File: config.mk
export PLATFORM = sky130hd
export DESIGN_NAME = multi_zone_alarm_ctrl
export DESIGN_NICKNAME = d
export VERILOG_FILES = /design/src/rtl/multi_zone_alarm_pkg.sv /design/src/rtl/alarm_delay_timer.sv /design/src/rtl/multi_zone_alarm_ctrl.sv
export SDC_FILE = /design/constraint.sdc
export NUM_CORES = 1
export LEC_CHECK = 0
export ABC_AREA = 1
export CORE_MARGIN = 8
export CORE_UTILIZATION = 56
export DETAILED_ROUTE_END_ITERATION = 8
export PLACE_DENSITY = 0.8
export SLEW_MARGIN = 0
export SYNTH_ARGS = -nofsm -noshare
export SYNTH_HDL_FRONTEND = slang
export SYNTH_SLANG_ARGS = --single-unit
export TNS_END_PERCENT = 20
File: constraint.sdc
create_clock -name clk -period 2.5 [get_ports clk]
set_input_delay 0.25 -clock clk [delete_from_list [all_inputs] [get_ports clk]]
set_output_delay 0.25 -clock clk [all_outputs]
set_load 0.01 [all_outputs]
File: src/rtl/multi_zone_alarm_pkg.sv
// Shared state and command encodings for the multi-zone alarm controller.
// Also holds the active-low one-hot indicator decode used by the top.
package multi_zone_alarm_pkg;

  typedef enum logic [2:0] {
    ST_DISARMED  = 3'd0,
    ST_ARMING    = 3'd1,
    ST_ARMED     = 3'd2,
    ST_ENTRY     = 3'd3,
    ST_ALARM     = 3'd4,
    ST_EMERGENCY = 3'd5
  } state_e;

  localparam logic [3:0] CMD_DISARM  = 4'hA;
  localparam logic [3:0] CMD_ARM     = 4'hB;
  localparam logic [3:0] CMD_PANIC   = 4'hC;
  localparam logic [3:0] CMD_SILENCE = 4'hD;

  // Codes 6/7 shift out of the 6-bit field, so every lamp stays dark.
  function automatic logic [5:0] state_onehot_n(input logic [2:0] code);
    return ~(6'b000001 << code);
  endfunction

endpackage

File: src/rtl/alarm_delay_timer.sv
// Loadable down-counter shared by the exit, entry and siren delays.
// A load wins over counting; the count holds once it reaches zero.
module alarm_delay_timer #(
  parameter int CNT_W = 30
) (
  input  logic             clk,
  input  logic             reset,
  input  logic             load,
  input  logic [CNT_W-1:0] load_val,
  input  logic             en,
  output logic             zero
);

  logic [CNT_W-1:0] count_r;

  // Count register: reload, decrement while enabled and nonzero, else hold.
  always_ff @(posedge clk) begin
    if (!reset) begin
      count_r <= '0;
    end else if (load) begin
      count_r <= load_val;
    end else if (en && (count_r != '0)) begin
      count_r <= count_r - CNT_W'(1);
    end else begin
      count_r <= count_r;
    end
  end

  assign zero = (count_r == '0);

endmodule

File: src/rtl/multi_zone_alarm_ctrl.sv
// Multi-zone intrusion alarm: zone qualification, WIFI command decode, delay
// sequencing and registered Moore decode of siren, lock, alert and indicators.
module multi_zone_alarm_ctrl
  import multi_zone_alarm_pkg::*;
#(
  parameter int NUM_ZONES = 4,
  parameter int CMD_W     = 4,
  parameter int EXIT_DLY  = 50_000_000,
  parameter int ENTRY_DLY = 100_000_000,
  parameter int SIREN_DLY = 500_000_000,
  parameter int CNT_W     = 30
) (
  input  logic                 clk,
  input  logic                 reset,
  input  logic [NUM_ZONES-1:0] zone_trip,
  input  logic [NUM_ZONES-1:0] zone_bypass,
  input  logic [NUM_ZONES-1:0] zone_instant,
  input  logic                 hub_trip,
  input  logic [CMD_W-1:0]     cmd,
  input  logic                 cmd_valid,
  output logic                 wifi_out,
  output logic                 siren,
  output logic                 lock,
  output logic [5:0]           state_n,
  output logic [2:0]           message,
  output logic [NUM_ZONES-1:0] trip_log
);

  localparam logic [CMD_W-1:0] DISARM_CODE  = CMD_W'(CMD_DISARM);
  localparam logic [CMD_W-1:0] ARM_CODE     = CMD_W'(CMD_ARM);
  localparam logic [CMD_W-1:0] PANIC_CODE   = CMD_W'(CMD_PANIC);
  localparam logic [CMD_W-1:0] SILENCE_CODE = CMD_W'(CMD_SILENCE);

  state_e               state_r;
  state_e               nxt_state_s;
  logic                 mute_r;
  logic                 mute_set_s;
  logic                 mute_clr_s;
  logic                 log_clr_s;
  logic                 tmr_load_s;
  logic [CNT_W-1:0]     tmr_val_s;
  logic                 tmr_en_s;
  logic                 tmr_zero_s;
  logic [NUM_ZONES-1:0] act_s;
  logic                 inst_trip_s;
  logic                 dly_trip_s;
  logic                 is_disarm_s;
  logic                 is_arm_s;
  logic                 is_panic_s;
  logic                 is_silence_s;
  logic                 log_en_s;

  assign act_s        = zone_trip & ~zone_bypass;
  assign inst_trip_s  = |(act_s & zone_instant);
  assign dly_trip_s   = |(act_s & ~zone_instant);
  assign is_disarm_s  = cmd_valid && (cmd == DISARM_CODE);
  assign is_arm_s     = cmd_valid && (cmd == ARM_CODE);
  assign is_panic_s   = cmd_valid && (cmd == PANIC_CODE);
  assign is_silence_s = cmd_valid && (cmd == SILENCE_CODE);
  assign tmr_en_s     = (state_r == ST_ARMING) || (state_r == ST_ENTRY) ||
                        (state_r == ST_ALARM);
  assign log_en_s     = (state_r == ST_ARMED) || (state_r == ST_ENTRY) ||
                        (state_r == ST_ALARM) || (state_r == ST_EMERGENCY);

  alarm_delay_timer #(.CNT_W(CNT_W)) u_timer (
    .clk      (clk),
    .reset    (reset),
    .load     (tmr_load_s),
    .load_val (tmr_val_s),
    .en       (tmr_en_s),
    .zero     (tmr_zero_s)
  );

  // Next-state and side-effect selection; global commands outrank state rules.
  always_comb begin
    nxt_state_s = state_r;
    tmr_load_s  = 1'b0;
    tmr_val_s   = '0;
    mute_set_s  = 1'b0;
    mute_clr_s  = 1'b0;
    log_clr_s   = 1'b0;
    if (is_panic_s) begin
      nxt_state_s = ST_EMERGENCY;
    end else if (is_disarm_s) begin
      nxt_state_s = ST_DISARMED;
    end else begin
      case (state_r)
        ST_DISARMED: begin
          if (is_arm_s) begin
            nxt_state_s = ST_ARMING;
            tmr_load_s  = 1'b1;
            tmr_val_s   = CNT_W'(EXIT_DLY - 1);
            log_clr_s   = 1'b1;
          end else begin
            nxt_state_s = ST_DISARMED;
          end
        end
        ST_ARMING: begin
          if (tmr_zero_s) begin
            nxt_state_s = ST_ARMED;
          end else begin
            nxt_state_s = ST_ARMING;
          end
        end
        ST_ARMED: begin
          if (hub_trip) begin
            nxt_state_s = ST_EMERGENCY;
          end else if (inst_trip_s) begin
            nxt_state_s = ST_ALARM;
            tmr_load_s  = 1'b1;
            tmr_val_s   = CNT_W'(SIREN_DLY - 1);
            mute_clr_s  = 1'b1;
          end else if (dly_trip_s) begin
            nxt_state_s = ST_ENTRY;
            tmr_load_s  = 1'b1;
            tmr_val_s   = CNT_W'(ENTRY_DLY - 1);
          end else begin
            nxt_state_s = ST_ARMED;
          end
        end
        ST_ENTRY: begin
          if (hub_trip) begin
            nxt_state_s = ST_EMERGENCY;
          end else if (inst_trip_s || tmr_zero_s) begin
            nxt_state_s = ST_ALARM;
            tmr_load_s  = 1'b1;
            tmr_val_s   = CNT_W'(SIREN_DLY - 1);
            mute_clr_s  = 1'b1;
          end else begin
            nxt_state_s = ST_ENTRY;
          end
        end
        ST_ALARM: begin
          if (is_arm_s) begin
            nxt_state_s = ST_ARMED;
          end else if (hub_trip) begin
            nxt_state_s = ST_EMERGENCY;
          end else if (is_silence_s || tmr_zero_s) begin
            nxt_state_s = ST_ALARM;
            mute_set_s  = 1'b1;
          end else begin
            nxt_state_s = ST_ALARM;
          end
        end
        ST_EMERGENCY: begin
          if (is_arm_s) begin
            nxt_state_s = ST_ARMED;
          end else begin
            nxt_state_s = ST_EMERGENCY;
          end
        end
        default: nxt_state_s = ST_DISARMED;
      endcase
    end
  end

  // State, mute flag, trip log and the outputs decoded from the current state.
  always_ff @(posedge clk) begin
    if (!reset) begin
      state_r  <= ST_DISARMED;
      mute_r   <= 1'b0;
      trip_log <= '0;
      wifi_out <= 1'b0;
      siren    <= 1'b0;
      lock     <= 1'b0;
      message  <= 3'd0;
      state_n  <= 6'b111110;
    end else begin
      state_r <= nxt_state_s;
      if (mute_clr_s) begin
        mute_r <= 1'b0;
      end else if (mute_set_s) begin
        mute_r <= 1'b1;
      end else begin
        mute_r <= mute_r;
      end
      if (log_clr_s) begin
        trip_log <= '0;
      end else if (log_en_s) begin
        trip_log <= trip_log | act_s;
      end else begin
        trip_log <= trip_log;
      end
      message <= state_r;
      state_n <= state_onehot_n(state_r);
      case (state_r)
        ST_ALARM: begin
          wifi_out <= 1'b1;
          siren    <= ~mute_r;
          lock     <= 1'b0;
        end
        ST_EMERGENCY: begin
          wifi_out <= 1'b1;
          siren    <= 1'b1;
          lock     <= 1'b1;
        end
        default: begin
          wifi_out <= 1'b0;
          siren    <= 1'b0;
          lock     <= 1'b0;
        end
      endcase
    end
  end

endmodule
---- Word level (Yosys, flattened, before mapping) ----
Index checks and enable logic that the tools add are counted.
storage, ports and cells
  input bits .............................. 20
  bits in registers ....................... 50
cells by class
  eq/ne operators ......................... 9
  add/subtract/negate cells ............... 1
  muxes and demuxes ....................... 50
  bitwise gates (word level) .............. 9
  reductions and logical operators ........ 22
  shift-type cells ........................ 1
operators with widths
  kind                                                 count
  2-to-1 mux 29 bit                                    6
  case mux 29 bit (3 select lines)                     1
  2-to-1 mux 30 bit                                    2
  logical NOT 30 bit                                   1
  nonzero test 30 bit                                  1
  subtractor 30 x 1 -> 30 bit, second input constant   1
  2-to-1 mux 27 bit                                    1
  2-to-1 mux 1 bit                                     26
  2-to-1 mux 26 bit                                    1
  2-to-1 mux 3 bit                                     8
  case mux 3 bit (6 select lines)                      1
  equality test 4 bit, second input constant           4
  bitwise AND 4 bit                                    3
  NOT 4 bit                                            2
  OR reduction 4 bit                                   2
  logical OR 1 bit                                     7
  equality test 3 x 2 -> 1 bit, second input constant  2
  equality test 3 bit, second input constant           2
  NOT 6 bit                                            1
  OR reduction 2 bit                                   3
  << shifter 1 x 3 -> 6 bit, first input constant      1
  logical AND 1 bit                                    5
  bitwise OR 4 bit                                     1
  case mux 1 bit (2 select lines)                      2
  other kinds (7)                                      8

---- Depth between registers and ports, before layout ----
  depth after elaboration ................. 11
  gate-level depth with buffers ........... 16
  mapped depth without buffers ............ 15

---- Modules after synthesis ----
From an unflattened synthesis, not the netlist that was laid out.
unflattened totals
  cells, all modules ...................... 534
  area total of the unflattened synthesis .. 3229.3 µm²
modules (own cells, without submodules)
  module                 cells an instance  instances  sequential area each (µm²)  area each (µm²)
  alarm_delay_timer      384                1          600.6                       2238.4
  multi_zone_alarm_ctrl  150                1          400.4                       991.0

---- Least setup slack after synthesis ----
Ideal clock, no wire load.
  path kind ............................... register -> register
  start ................................... reg u_timer.count_r[0]
  end ..................................... reg u_timer.count_r[10]
  cell stages (with the launch flop) ...... 15
  required time ........................... 2.389 ns
  buffers on the path ..................... 1
  library setup time ...................... 0.111 ns
  arrival ................................. 1.646 ns
  path slack .............................. 0.743 ns
  period minus slack after synthesis ...... 1.757 ns
  cell sequence ........................... dfxtp_1 > inv_1 > ha_1 > nand2_1 > nor2_4 > nand2_2 > o21ai_2 > nand3_2 > nand2_2 > nand2_4 > nand2_4 > nor2_4 > buf_6 > nor2_1 > nor2_1
on the way
  cells in the longest elaborated chain, start to end .. 8
  elaborated cells between the ends (all ways) .. 18
ends and longest elaborated chain
  item                                                                                 line                          source
  start: declaration                                                                   alarm_delay_timer.sv:14       logic [CNT_W-1:0] count_r;
  start signal: assignment                                                             alarm_delay_timer.sv:21       count_r <= load_val;
  start signal: assignment                                                             alarm_delay_timer.sv:23       count_r <= count_r - CNT_W'(1);
  start signal: assignment                                                             alarm_delay_timer.sv:25       count_r <= count_r;
  logical NOT 30 bit                                                                   alarm_delay_timer.sv:29       assign zero = (count_r == '0);
  logical OR 1 bit                                                                     multi_zone_alarm_ctrl.sv:124  end else if (inst_trip_s || tmr_zero_s) begin
  2-to-1 mux 29 bit or 2-to-1 mux 1 bit (tied branches)                                multi_zone_alarm_ctrl.sv:124
  2-to-1 mux 29 bit or 2-to-1 mux 1 bit (tied branches)                                multi_zone_alarm_ctrl.sv:122  if (hub_trip) begin
  case mux 29 bit (3 select lines) or case mux 1 bit (3 select lines) (tied branches)  multi_zone_alarm_ctrl.sv:87   case (state_r)
  2-to-1 mux 29 bit or 2-to-1 mux 1 bit (tied branches)                                multi_zone_alarm_ctrl.sv:84   end else if (is_disarm_s) begin
  2-to-1 mux 29 bit or 2-to-1 mux 1 bit (tied branches)                                multi_zone_alarm_ctrl.sv:82   if (is_panic_s) begin
  2-to-1 mux 30 bit or nonzero test 2 bit (tied branches)                              n/a
Parallel ways exist; a longest one is shown, timed or not. The select of a mux whose other input is x is not followed.
A chain may end at the register's enable or synchronous reset.

---- Final worst setup path ----
  start ................................... reg u_timer.count_r[0]
  end ..................................... reg u_timer.count_r[16]
The elaborated chain is that of the path after synthesis.

==> results.toml <==
[critical_path]
worst-setup-path-type = "reg -> reg"
endpoint_kind = "flop"
crit_fanout = 16
worstPathRequired_ns = 2.71
cp_data_arrival_time_ns = 2.44
startpoint_type = "flop"

[clock_tree]
cts_tree = "done"
clock_path_buffers = 2
cts.sinks = 50
htree_levels = 2
cts_made_buffers = 5
root_buffer = "clkbuf_8"
cts-resized-gates = 0
clkTransAtPathRegs_ns = 0.10
clk_latency_ns = 0.31
postCtsSetupRepairBufs = 0
ctsHoldBuffers = 0

[logic_synthesis]
async_reset_ff_frac = 0
avgSynthCellArea_um2 = 6.44
synth_xor_area_frac = 0.0617
yosysTopAreaCell = "dfxtp_1"
synth-seq-cells = 50
yosysTopAreaCellShare = 0.336
synth_most_common_cell = "nand2_1"
synthTopCellsByArea = "dfxtp_1 34%, nand2_1 13%, nor2_1 10%, inv_1 7.8%, xor2_1 5.0%"
synth_edf_count = 0
synthMuxAreaShare = 0
synth.distinct_cells = 35
synthAdderAreaFrac = 0.00419
synth-main-ff-cell = "dfxtp_1"
synth-compound-area-share = 0.0780
syn-cell-area_um2 = 2980
ys_seq_area_frac = 0.336
synth.net_count = 484
synthSimpleGateAreaFrac = 0.406
synth_common_cells = "107 x nand2_1, 80 x nor2_1, 62 x inv_1"
synth_top_family_by_area = "simple AND/OR/NAND/NOR gates"
ys.warnings.count = 0
postSynthCellCount = 463

[sta]
worstMarginPinSlew_ns = 0.539
setup_violations = 0
period_needed_ns = 2.22
period_share = 0.889
setup_slack_ns = 0.278
hold_violations = 0
rsz0062_at_grt = "no"
slew_violations = 0
fin_setup_tns_ns = 0
timing.slew.headroom = 0.637
skew_ns = 0.00736
fmax_ghz = 0.450

[global_routing]
grt_first_pass_wirelength_mm = 12.7
grt_max_degree = 33
grt_pass1_vias = 2820
overflow = 0
grt_usage = 0.200
antenna_found_initial = 0

[drt]
wl_per_cell_um = 13.5
vias = 3053
drt-initial-drc-count = 230
detail-route-antenna-nets = 0
drt_wl_total_mm = 7.66
first_pass_iters = 5
vias_per_cell = 5.37
drcViolationCount = 0

[power]
max-vdd-ir-drop_uv = 490
power.density_nw_per_um2 = 791
p_leak_nw = 1.75

[placed_design]
hpwl_mm = 5.65
dpl.cell_count = 561
gp_congestion = 1.00
port_buffers = 35
dp_slack_ns = 0.248

[floorplanning]
die_area_um2 = 7920
core_area_um2 = 5140
dieHeight_um = 89.0
pin_count = 36
start_util = 0.580
row_count = 26
die_x_um = 89.0

[finish]
fin_nets = 519
area_delta_synth_final_pct = 17.3
fin_cells = 569
n_antenna_cell = 0
layout-drive-gt1-share = 0.0822
final_util = 0.681

[run_status]
status = "completed"

[run]
cap_violations = 0

[worst_hold_path]
hold_class = "reg -> reg"
-- final cells by class --
class                   instances  area [um2]
well taps                      70        87.6
multi-input cells             332        1640
fillers                       495        1640
flip-flops and latches         50        1000
repair buffers                 42         403
clock inverters                 3        47.5
inverters                      67         251
clock buffers                   5        68.8
-- report_power, final --
part           leakage, nW  internal (mW)  switching (mW)
clock               0.0587          0.304           0.295
sequential           0.406          0.877          0.0721
combinational         1.29          0.442           0.777
total                 1.75           1.62            1.14
-- metal layers --
layer,GRT usage,part of all wire,vias up
met5,0,0,-
met4,0.0846,0.029,0
met3,0.0331,0.072,25
met2,0.356,0.48,124
met1,0.230,0.42,1375
li1,-,-,1529
-- flip-flops by register name (all words and copies together), names as in the netlist --
register         cells
trip_log             4
mute_r               1
state_r              3
u_timer.count_r     30
state_n              6
message              3
wifi_out             1
siren                1
lock                 1
-- worst paths after layout --
path,to,startpoint,cells past startpoint,slack [ns]
min reg2reg,trip_log[1],trip_log[1],2,0.50
min,trip_log[1],trip_log[1],2,0.50
max reg2reg,u_timer.count_r[16],u_timer.count_r[0],12,0.28
max,u_timer.count_r[16],u_timer.count_r[0],12,0.28
-- metrics by stage --
stage               area [um2]  hold WS, ns  total power, mW
global route              3500        0.521             2.95
detailed placement        3380        0.480             2.15
CTS                       3500        0.502             2.75
global placement          3380        0.463             2.12
floorplan                 2980        0.425             1.89
finish                    3500        0.498             2.77
-- cell usage in the layout, fill, tap and decap left out --
cell and n:
nor2_1 80, nand2_1 107, inv_6 1, nand2_4 2, inv_1 62, ha_1 1
nand4_1 20, xor2_1 17, nand2_2 5, clkinv_4 1, xnor2_1 4, nand3_1 23
bufinv_16 1, or3_1 1, o21ai_1 5, dfxtp_1 50, nor4_1 1, buf_4 7
nor3b_1 2, a211oi_1 1, nand3_2 1, nor2_4 3, o21ai_0 15, nor2_2 7
nand3b_1 2, o211ai_1 2, o21ai_2 1, o31ai_1 2, inv_2 4, clkinv_1 1
clkbuf_8 5, o22ai_1 2, clkdlybuf4s50_1 35, nor3_2 3, nor3_1 11, a21oi_1 13
a2111oi_0 1
-- logic make-up (layout without fill, tap and decap cells) --
kind of cell               after synthesis  in the layout
AOI/OAI and AO/OA                       42             42
and+or+nand+nor                        268            268
DFF                                     50             50
buffers and inverters                   81            117
adders and majority gates                1              1
xor gates and xnor gates                21             21
-- critical path, cell delays in order (launching register included) --
cell     delay (ns)
dfxtp_1        0.31
inv_1          0.10
ha_1           0.20
nand2_1        0.12
nor2_4         0.23
nand2_2        0.10
nor2_2         0.23
nor2_4         0.14
buf_4          0.19
nor2_4         0.30
nand2_1        0.10
nand2_1        0.07
inv_1          0.03
Power figures use the tool's default switching activity.
